$ cat config.mk
export PLATFORM = sky130hd
export DESIGN_NAME = mem_port_arbiter
export DESIGN_NICKNAME = d
export VERILOG_FILES = /design/src/rtl/mem_arb_pkg.sv /design/src/rtl/mem_port_arbiter.sv
export SDC_FILE = /design/constraint.sdc
export NUM_CORES = 1
export LEC_CHECK = 0
export CAP_MARGIN = 40
export CORE_UTILIZATION = 37
export DETAILED_ROUTE_END_ITERATION = 8
export PLACE_DENSITY = 0.77
export SYNTH_ARGS = -nofsm -noshare
export SYNTH_HDL_FRONTEND = slang
export SYNTH_SLANG_ARGS = --single-unit
$ cat constraint.sdc
create_clock -name clk -period 1.3 [get_ports clk]
set_input_delay 0.26 -clock clk [delete_from_list [all_inputs] [get_ports clk]]
set_output_delay 0.26 -clock clk [all_outputs]
set_load 0.02 [all_outputs]
$ cat src/rtl/mem_arb_pkg.sv
// Shared types and constants for the single-port memory arbiter.
package mem_arb_pkg;

    localparam int XLEN_DEF = 32;

    typedef enum logic [2:0] {
        IDLE   = 3'd0,
        BUSY_I = 3'd1,
        BUSY_D = 3'd2,
        DONE_I = 3'd3,
        DONE_D = 3'd4
    } state_t;

    typedef enum logic {
        OWN_I = 1'b0,
        OWN_D = 1'b1
    } owner_t;

endpackage

$ cat src/rtl/mem_port_arbiter.sv
// Shares one memory port between instruction fetch and load/store.
// A single transaction is in flight at a time. Its request fields stay frozen
// until the mmu signals completion. The owner then sees a one-cycle ready pulse.
// Optional feature: define MEM_ARB_FAIRNESS_EN to stop data requests from
// starving fetch indefinitely. After FAIR_LIMIT consecutive data grants made
// while fetch was waiting, fetch is granted once. The default build uses
// strict data priority.
module mem_port_arbiter
    import mem_arb_pkg::*;
#(
    parameter int XLEN       = XLEN_DEF,
    parameter int FAIR_LIMIT = 4
) (
    input  logic            clk,
    input  logic            rst,
    input  logic            if_req,
    input  logic [XLEN-1:0] if_addr,
    output logic            if_drdy,
    output logic [XLEN-1:0] if_rdata,
    input  logic            dm_req,
    input  logic            dm_write,
    input  logic [XLEN-1:0] dm_addr,
    input  logic [XLEN-1:0] dm_wdata,
    input  logic            dm_rdu,
    input  logic            dm_hwrd,
    input  logic            dm_wrd,
    output logic            dm_drdy,
    output logic [XLEN-1:0] dm_rdata,
    output logic [XLEN-1:0] mem_addr,
    output logic [XLEN-1:0] mem_wdata,
    output logic            mem_read,
    output logic            mem_write,
    output logic            mem_rdu,
    output logic            mem_hwrd,
    output logic            mem_wrd,
    input  logic            mem_drdy,
    input  logic [XLEN-1:0] mem_rdata
);

    state_t          state_r, state_n;
    logic [XLEN-1:0] mem_addr_r, mem_addr_n, mem_wdata_r, mem_wdata_n;
    logic            mem_read_r, mem_read_n, mem_write_r, mem_write_n;
    logic            mem_rdu_r, mem_rdu_n, mem_hwrd_r, mem_hwrd_n, mem_wrd_r, mem_wrd_n;
    logic [XLEN-1:0] if_rdata_r, if_rdata_n, dm_rdata_r, dm_rdata_n;
    logic            if_drdy_r, if_drdy_n, dm_drdy_r, dm_drdy_n;
    logic            fair_hit_s;
    owner_t          own_s;

`ifdef MEM_ARB_FAIRNESS_EN
    localparam int CNT_W = $clog2(FAIR_LIMIT + 1);
    logic [CNT_W-1:0] fair_cnt_r;

    // Fetch wins a contested IDLE slot once data has had its quota of grants.
    assign fair_hit_s = (fair_cnt_r == CNT_W'(FAIR_LIMIT)) && dm_req && if_req;

    // Count data grants that made a waiting fetch wait longer; saturate at the limit.
    always_ff @(posedge clk) begin
        if (rst) begin
            fair_cnt_r <= '0;
        end else if (state_r == IDLE && own_s == OWN_D) begin
            if (if_req && fair_cnt_r != CNT_W'(FAIR_LIMIT)) begin
                fair_cnt_r <= fair_cnt_r + CNT_W'(1);
            end else if (if_req) begin
                fair_cnt_r <= fair_cnt_r;
            end else begin
                fair_cnt_r <= '0;
            end
        end else if (state_r == IDLE && if_req) begin
            fair_cnt_r <= '0;
        end else begin
            fair_cnt_r <= fair_cnt_r;
        end
    end
`else
    // Strict data priority: never forces a fetch grant (the comparison is
    // constant false and only keeps FAIR_LIMIT referenced in this build).
    assign fair_hit_s = (FAIR_LIMIT < 0);
`endif

    // Owner of the next grant when IDLE: data unless fairness forces fetch.
    assign own_s = (dm_req && !fair_hit_s) ? OWN_D : OWN_I;

    // Next-state and next-output logic for the arbiter FSM.
    always_comb begin
        state_n     = state_r;
        mem_addr_n  = mem_addr_r;
        mem_wdata_n = mem_wdata_r;
        mem_read_n  = mem_read_r;
        mem_write_n = mem_write_r;
        mem_rdu_n   = mem_rdu_r;
        mem_hwrd_n  = mem_hwrd_r;
        mem_wrd_n   = mem_wrd_r;
        if_rdata_n  = if_rdata_r;
        dm_rdata_n  = dm_rdata_r;
        if_drdy_n   = 1'b0;
        dm_drdy_n   = 1'b0;
        case (state_r)
            IDLE: begin
                if (own_s == OWN_D) begin
                    mem_addr_n  = dm_addr;
                    mem_wdata_n = dm_wdata;
                    mem_read_n  = ~dm_write;
                    mem_write_n = dm_write;
                    mem_rdu_n   = dm_rdu;
                    mem_hwrd_n  = dm_hwrd;
                    mem_wrd_n   = dm_wrd;
                    state_n     = BUSY_D;
                end else if (if_req) begin
                    mem_addr_n  = if_addr;
                    mem_wdata_n = '0;
                    mem_read_n  = 1'b1;
                    mem_write_n = 1'b0;
                    mem_rdu_n   = 1'b0;
                    mem_hwrd_n  = 1'b0;
                    mem_wrd_n   = 1'b1;
                    state_n     = BUSY_I;
                end else begin
                    mem_read_n  = 1'b0;
                    mem_write_n = 1'b0;
                end
            end
            BUSY_I: begin
                if (mem_drdy) begin
                    if_rdata_n  = mem_rdata;
                    mem_read_n  = 1'b0;
                    mem_write_n = 1'b0;
                    if_drdy_n   = 1'b1;
                    state_n     = DONE_I;
                end else begin
                    state_n = BUSY_I;
                end
            end
            BUSY_D: begin
                if (mem_drdy) begin
                    // A store leaves the load-data register untouched.
                    if (mem_read_r) begin
                        dm_rdata_n = mem_rdata;
                    end else begin
                        dm_rdata_n = dm_rdata_r;
                    end
                    mem_read_n  = 1'b0;
                    mem_write_n = 1'b0;
                    dm_drdy_n   = 1'b1;
                    state_n     = DONE_D;
                end else begin
                    state_n = BUSY_D;
                end
            end
            DONE_I:  state_n = IDLE;
            DONE_D:  state_n = IDLE;
            default: state_n = IDLE;
        endcase
    end

    // State and output registers; reset abandons any transaction in flight.
    always_ff @(posedge clk) begin
        if (rst) begin
            state_r     <= IDLE;
            mem_addr_r  <= '0;
            mem_wdata_r <= '0;
            mem_read_r  <= 1'b0;
            mem_write_r <= 1'b0;
            mem_rdu_r   <= 1'b0;
            mem_hwrd_r  <= 1'b0;
            mem_wrd_r   <= 1'b0;
            if_rdata_r  <= '0;
            dm_rdata_r  <= '0;
            if_drdy_r   <= 1'b0;
            dm_drdy_r   <= 1'b0;
        end else begin
            state_r     <= state_n;
            mem_addr_r  <= mem_addr_n;
            mem_wdata_r <= mem_wdata_n;
            mem_read_r  <= mem_read_n;
            mem_write_r <= mem_write_n;
            mem_rdu_r   <= mem_rdu_n;
            mem_hwrd_r  <= mem_hwrd_n;
            mem_wrd_r   <= mem_wrd_n;
            if_rdata_r  <= if_rdata_n;
            dm_rdata_r  <= dm_rdata_n;
            if_drdy_r   <= if_drdy_n;
            dm_drdy_r   <= dm_drdy_n;
        end
    end

    assign mem_addr  = mem_addr_r;
    assign mem_wdata = mem_wdata_r;
    assign mem_read  = mem_read_r;
    assign mem_write = mem_write_r;
    assign mem_rdu   = mem_rdu_r;
    assign mem_hwrd  = mem_hwrd_r;
    assign mem_wrd   = mem_wrd_r;
    assign if_rdata  = if_rdata_r;
    assign dm_rdata  = dm_rdata_r;
    assign if_drdy   = if_drdy_r;
    assign dm_drdy   = dm_drdy_r;

endmodule
# Word-level counts from Yosys, hierarchy flattened
# Index checks and enable logic that the tools add are counted.
totals:
  reg_bits: 138
  inputBits: 137
  out_inout_bits: 135
  word_cells: 51
op_classes:
  n_eq_ne: 4
  muxes: 22
  n_bitwise: 3
  reduce_logical: 10
op_table:
  columns: ["operator", "n"]
  rows:
  - ["32-bit two-way mux", 4]
  - ["1-bit two-way mux", 11]
  - ["3-bit two-way mux", 3]
  - ["3-bit case mux with 3 select lines", 1]
  - ["2-bit AND reduction", 3]
  - ["2-bit OR reduction", 3]
  - ["1-bit case mux with 2 select lines", 2]
  - ["2-bit nonzero test", 2]
  - ["3-bit by 1-bit == test with 1-bit output (second input constant)", 1]
  - ["3-bit by 2-bit == test with 1-bit output (second input constant)", 1]
  - ["3-bit logical NOT", 1]
  - ["3-bit != test (second input constant)", 1]
  - ["1-bit NOT", 3]
  - ["3-bit AND reduction", 1]
  - ["2-bit two-way mux", 1]
  - ["2-bit by 1-bit != test with 1-bit output (second input constant)", 1]

# Logic depth before layout (Yosys ltp)
depth:
  depth_word: 4
  depth_mapped: 7
  depth_no_buf: 3

# Least setup slack after synthesis
# Ideal clock, no wire load.
synth_path:
  path_kind: "reg2reg"
  startpoint: "register state_r[1]"
  endpoint: "register mem_wdata_r[10], in the netlist mem_wdata[10]"
  setup_ns: 0.059
  t_arrival_ns: 1.347
  required_ns: 1.241
  path_slack_ns: -0.106
  stages_incl_launch_ff: 7
  n_path_buf: 3
  period_less_slack_ns: 1.406
  cell_sequence: "dfxtp_1 > buf_2 > nor3_2 > buf_4 > nor3b_4 > buf_6 > a22o_1"
synth_between:
  elab_chain_cells: 2
synth_lines:
  columns: ["item", "line", "rtl"]
  rows:
  - ["from (decl)", "mem_port_arbiter.sv:40", "state_t state_r, state_n;"]
  - ["from (signal assigned)", "mem_port_arbiter.sv:171", "state_r <= state_n;"]
  - ["3-bit logical NOT", "mem_port_arbiter.sv:97", "case (state_r)"]
  - ["2-bit AND reduction (no source line)", null, null]
  - ["to (signal assigned)", "mem_port_arbiter.sv:173", "mem_wdata_r <= mem_wdata_n;"]
  - ["to (decl)", "mem_port_arbiter.sv:41", "logic [XLEN-1:0] mem_addr_r, mem_addr_n, mem_wdata_r, mem_wdata_n;"]
# Every way passes these cells.
# A chain may end at the register's enable or synchronous reset.

# Worst setup path in the final report
layout_path:
  startpoint: "register state_r[2]"
  endpoint: "register if_rdata_r[22], in the netlist if_rdata[22]"
layout_between:
  elab_chain_cells: 2
layout_lines:
  columns: ["item", "line", "rtl"]
  rows:
  - ["3-bit by 1-bit == test with 1-bit output", "mem_port_arbiter.sv:97", null]
  - ["2-bit AND reduction (no source line)", null, null]
  - ["to (signal assigned)", "mem_port_arbiter.sv:179", "if_rdata_r <= if_rdata_n;"]
  - ["to (decl)", "mem_port_arbiter.sv:44", "logic [XLEN-1:0] if_rdata_r, if_rdata_n, dm_rdata_r, dm_rdata_n;"]
# Every way passes these cells.

==> key figures <==
Worst setup path
  – Crit path DAT: 1750 ps
  – Crit path max-delay cell type: dfxtp_4
  – Cells along the critical path: buf_6 -> nor4bb_4 -> buf_4 -> clkbuf_16 -> nand2_1 -> a21oi_1
  – Delay-heaviest family, CP: buffers and inverters
  – Worst path max stage delay: 360 ps
  – CP Launch Type: register
  – CP Capture Type: register
  – CP required: 1640 ps
  – CP Max Fanout: 8
  – Crit Path Class: reg2reg
  – R2r setup slk: -110 ps
  – Buf/Inv on CP: 3

Logic synthesis
  – Post-Syn Instances: 537
  – Synth area leaders: dfxtp_1 50%, mux2i_1 12%, nand2b_1 7.2%
  – Synth Area in Adders: 0
  – Mux share of post-synthesis cell area: 0.1178
  – Post-synth EDFFs: 0
  – Count of cell types in the netlist: 28
  – Synth Cell Area: 5534 um2
  – Async set or reset register ratio after synthesis: 0
  – Yosys warnings: 0
  – Yosys reg bits: 138
  – Synth top area share: 0.4992
  – Simple-gate portion of the synthesized area: 0.1375
  – Largest family of logic cells by synthesized area: compound AO/OA/AOI/OAI gates
  – Area leader, netlist: dfxtp_1
  – Syn_area_per_cell: 10.31 um2
  – Count leader, synth: dfxtp_1
  – Top_reg_cell synth: dfxtp_1
  – Net Count, Synth: 674
  – Synth Area in XOR/XNOR: 0
  – Synth Area in Compound Gates: 0.1929
  – List of most frequent post-synthesis cells: 138 x dfxtp_1, 67 x a21oi_1, 65 x nand2_1
  – Seq/Total Area, Yosys: 0.4992

Timing
  – Setup TNS: -5376 ps
  – Worst slew pin tran: 532.4 ps
  – RSZ-0062 raised after global routing: yes
  – Slew Viols, Final: 0
  – Final Setup Violations: 106
  – Final Skew: 5.386 ps
  – Post-layout min period: 1413 ps
  – Slew headroom: 0.6451
  – Final Hold Viols: 0
  – Fmax: 708.0 MHz
  – Final Worst Setup Slack: -112.5 ps
  – Final period util: 1.087

Layout
  – Synthesis-to-layout area growth: 64.37%
  – Final Net Count: 960
  – Final std cells w/o fill: 1,016
  – Ratio of cells with drive above 1 in the final layout: 0.3558
  – Fill cell count: 1,221
  – N_diodes: 0

Status
  – Violated checks: negative setup slack
  – Status: finished, violations left

CTS
  – CTS Buf Count: 17
  – Clk Latency, worst-skew pair: 420 ps
  – CTS root buffer: clkbuf_16
  – Clock Sink Count: 138
  – Reg clk slew, reported paths: 50 ps
  – Htree depth: 4
  – Longest Clk Path Bufs: 2
  – Cts hold-fix bufs: 0
  – CTS tree: done

Power
  – Net Sw Power: 3072 uW
  – PwrDens: 1286 nW/um2
  – Logic pwr share: 0.213
  – Peak supply drop: 0.9454 mV
  – Total power: 11,700 uW
  – Int Pwr: 8628 uW
  – Seq pwr share: 0.398
  – Clock Power Share: 0.389
  – Pleak: 0.003892 uW
  – Switching Share: 0.2626

Floorplan
  – Top Ports: 272
  – Die Wd: 124.3 um
  – Die Height: 124.3 um
  – Row count: 44
  – Die area: 15,450 um2
  – Core area: 14,590 um2
  – Starting density of the core: 0.3793

Global routing
  – Initial antenna violation count: 0
  – Vias in the first global route: 5,305
  – First-pass GRT wire length: 27.54 mm
  – Total grt overflow: 0
  – Largest net degree at the start of global routing: 98
  – GRT Util Overall: 0.2264

Routing
  – Initial drt markers: 161
  – DRC viols: 0
  – Post-route ant nets: 0
  – Via count: 5,170
  – Total wire length: 18.57 mm
  – Via-to-Cell Ratio: 5.089
  – DR WL/cell: 18.27 um
  – Initial DRT Pass Iterations: 6

Flow run
  – Maxcap violations: 0

Placement
  – Post-place setup slack: -388.8 ps
  – Port bufs: 271
  – Placed Cells: 970
  – Placer Congestion: 0.8490
  – Dpl hpwl: 11.83 mm

Worst hold path
  – Worst Hold Class: in2reg
metrics by stage:
step           hold WS, ps  utilization  area (um2)
6_report             139.7       0.6235        9096
5_1_grt              129.1       0.6235        9096
4_1_cts              115.6       0.6378        9305
3_5_place_dp         446.1       0.5850        8534
3_3_place_gp         443.2       0.5850        8534
2_1_floorplan        392.6            -        5568
per-layer routing:
metal | up-vias | global-route usage | wire [um]
li1 | 2449 | - | -
met1 | 2482 | 0.2428 | 7190
met2 | 208 | 0.4066 | 9805
met3 | 31 | 0.07345 | 1136
met4 | 0 | 0.09213 | 432
met5 | - | 0 | 0
area by class of cell:
| type | instances | area [um2] | area share |
|---|---|---|---|
| timing repair buffer | 317 | 2778 | 0.3054 |
| clock buffer | 26 | 519.2 | 0.05708 |
| tap | 184 | 230.2 | 0.02531 |
| multi-input combinational | 346 | 2751 | 0.3025 |
| inverter | 3 | 11.26 | 0.001238 |
| sequential | 138 | 2771 | 0.3047 |
| clock inverter | 2 | 35.03 | 0.003851 |
power by group through the flow:
stage               clock, uW  sequential, uW  combinational [uW]
global route             4870            4690                2620
global placement            0            4740                2350
CTS                      4630            4660                2400
finish                   4550            4660                2490
detailed placement          0            4750                2410
floorplan                   0            5050                 899
sequential cells by signal (all words and copies together), names as in the netlist:
register and flops:
mem_read 1, mem_rdu 1, state_r 3, mem_wrd 1, dm_rdata 32, if_rdata 32
if_drdy 1, mem_write 1, dm_drdy 1, mem_hwrd 1, mem_addr 32, mem_wdata 32
logic make-up (layout without fill, tap and decap cells):
| kind of cell | Yosys count | in the layout |
|---|---|---|
| AND/OR/NAND/NOR | 143 | 143 |
| AO/OA/AOI/OAI | 138 | 138 |
| flip-flops | 138 | 138 |
| multiplexers | 65 | 65 |
| buffers and inverters | 53 | 348 |
path summary, 6_finish.rpt:
| kind | start | end | cells past startpoint |
|---|---|---|---|
| max | state_r[2]$_SDFFE_PP0P_ | if_rdata[22]$_SDFFE_PP0P_ | 6 |
| min | rst | state_r[0]$_SDFFE_PP0P_ | 2 |
| max reg2reg | state_r[2]$_SDFFE_PP0P_ | if_rdata[22]$_SDFFE_PP0P_ | 6 |
| min reg2reg | if_rdata[28]$_SDFFE_PP0P_ | if_rdata[28]$_SDFFE_PP0P_ | 2 |
cells in the final DEF (no fill, tap or decap), types with 10 or more instances in the layout:
cell / count
buf_2: 128
nand2_4: 16
a21oi_1: 41
buf_4: 19
nand2_1: 46
a211oi_2: 32
nand2b_1: 64
dfxtp_1: 135
clkdlybuf4s50_1: 134
a21oi_2: 26
buf_12: 10
mux2i_1: 64
a22o_1: 36
clkbuf_16: 24
what timing repair did:
action                     in CTS  in global routing
buffers inserted                5                  1
pin swaps                      15                 34
setup endpoints to repair     267                218
gates resized for setup       465                150
cloned                          4                  8
Note: power is estimated with default switching activity, not from simulation.
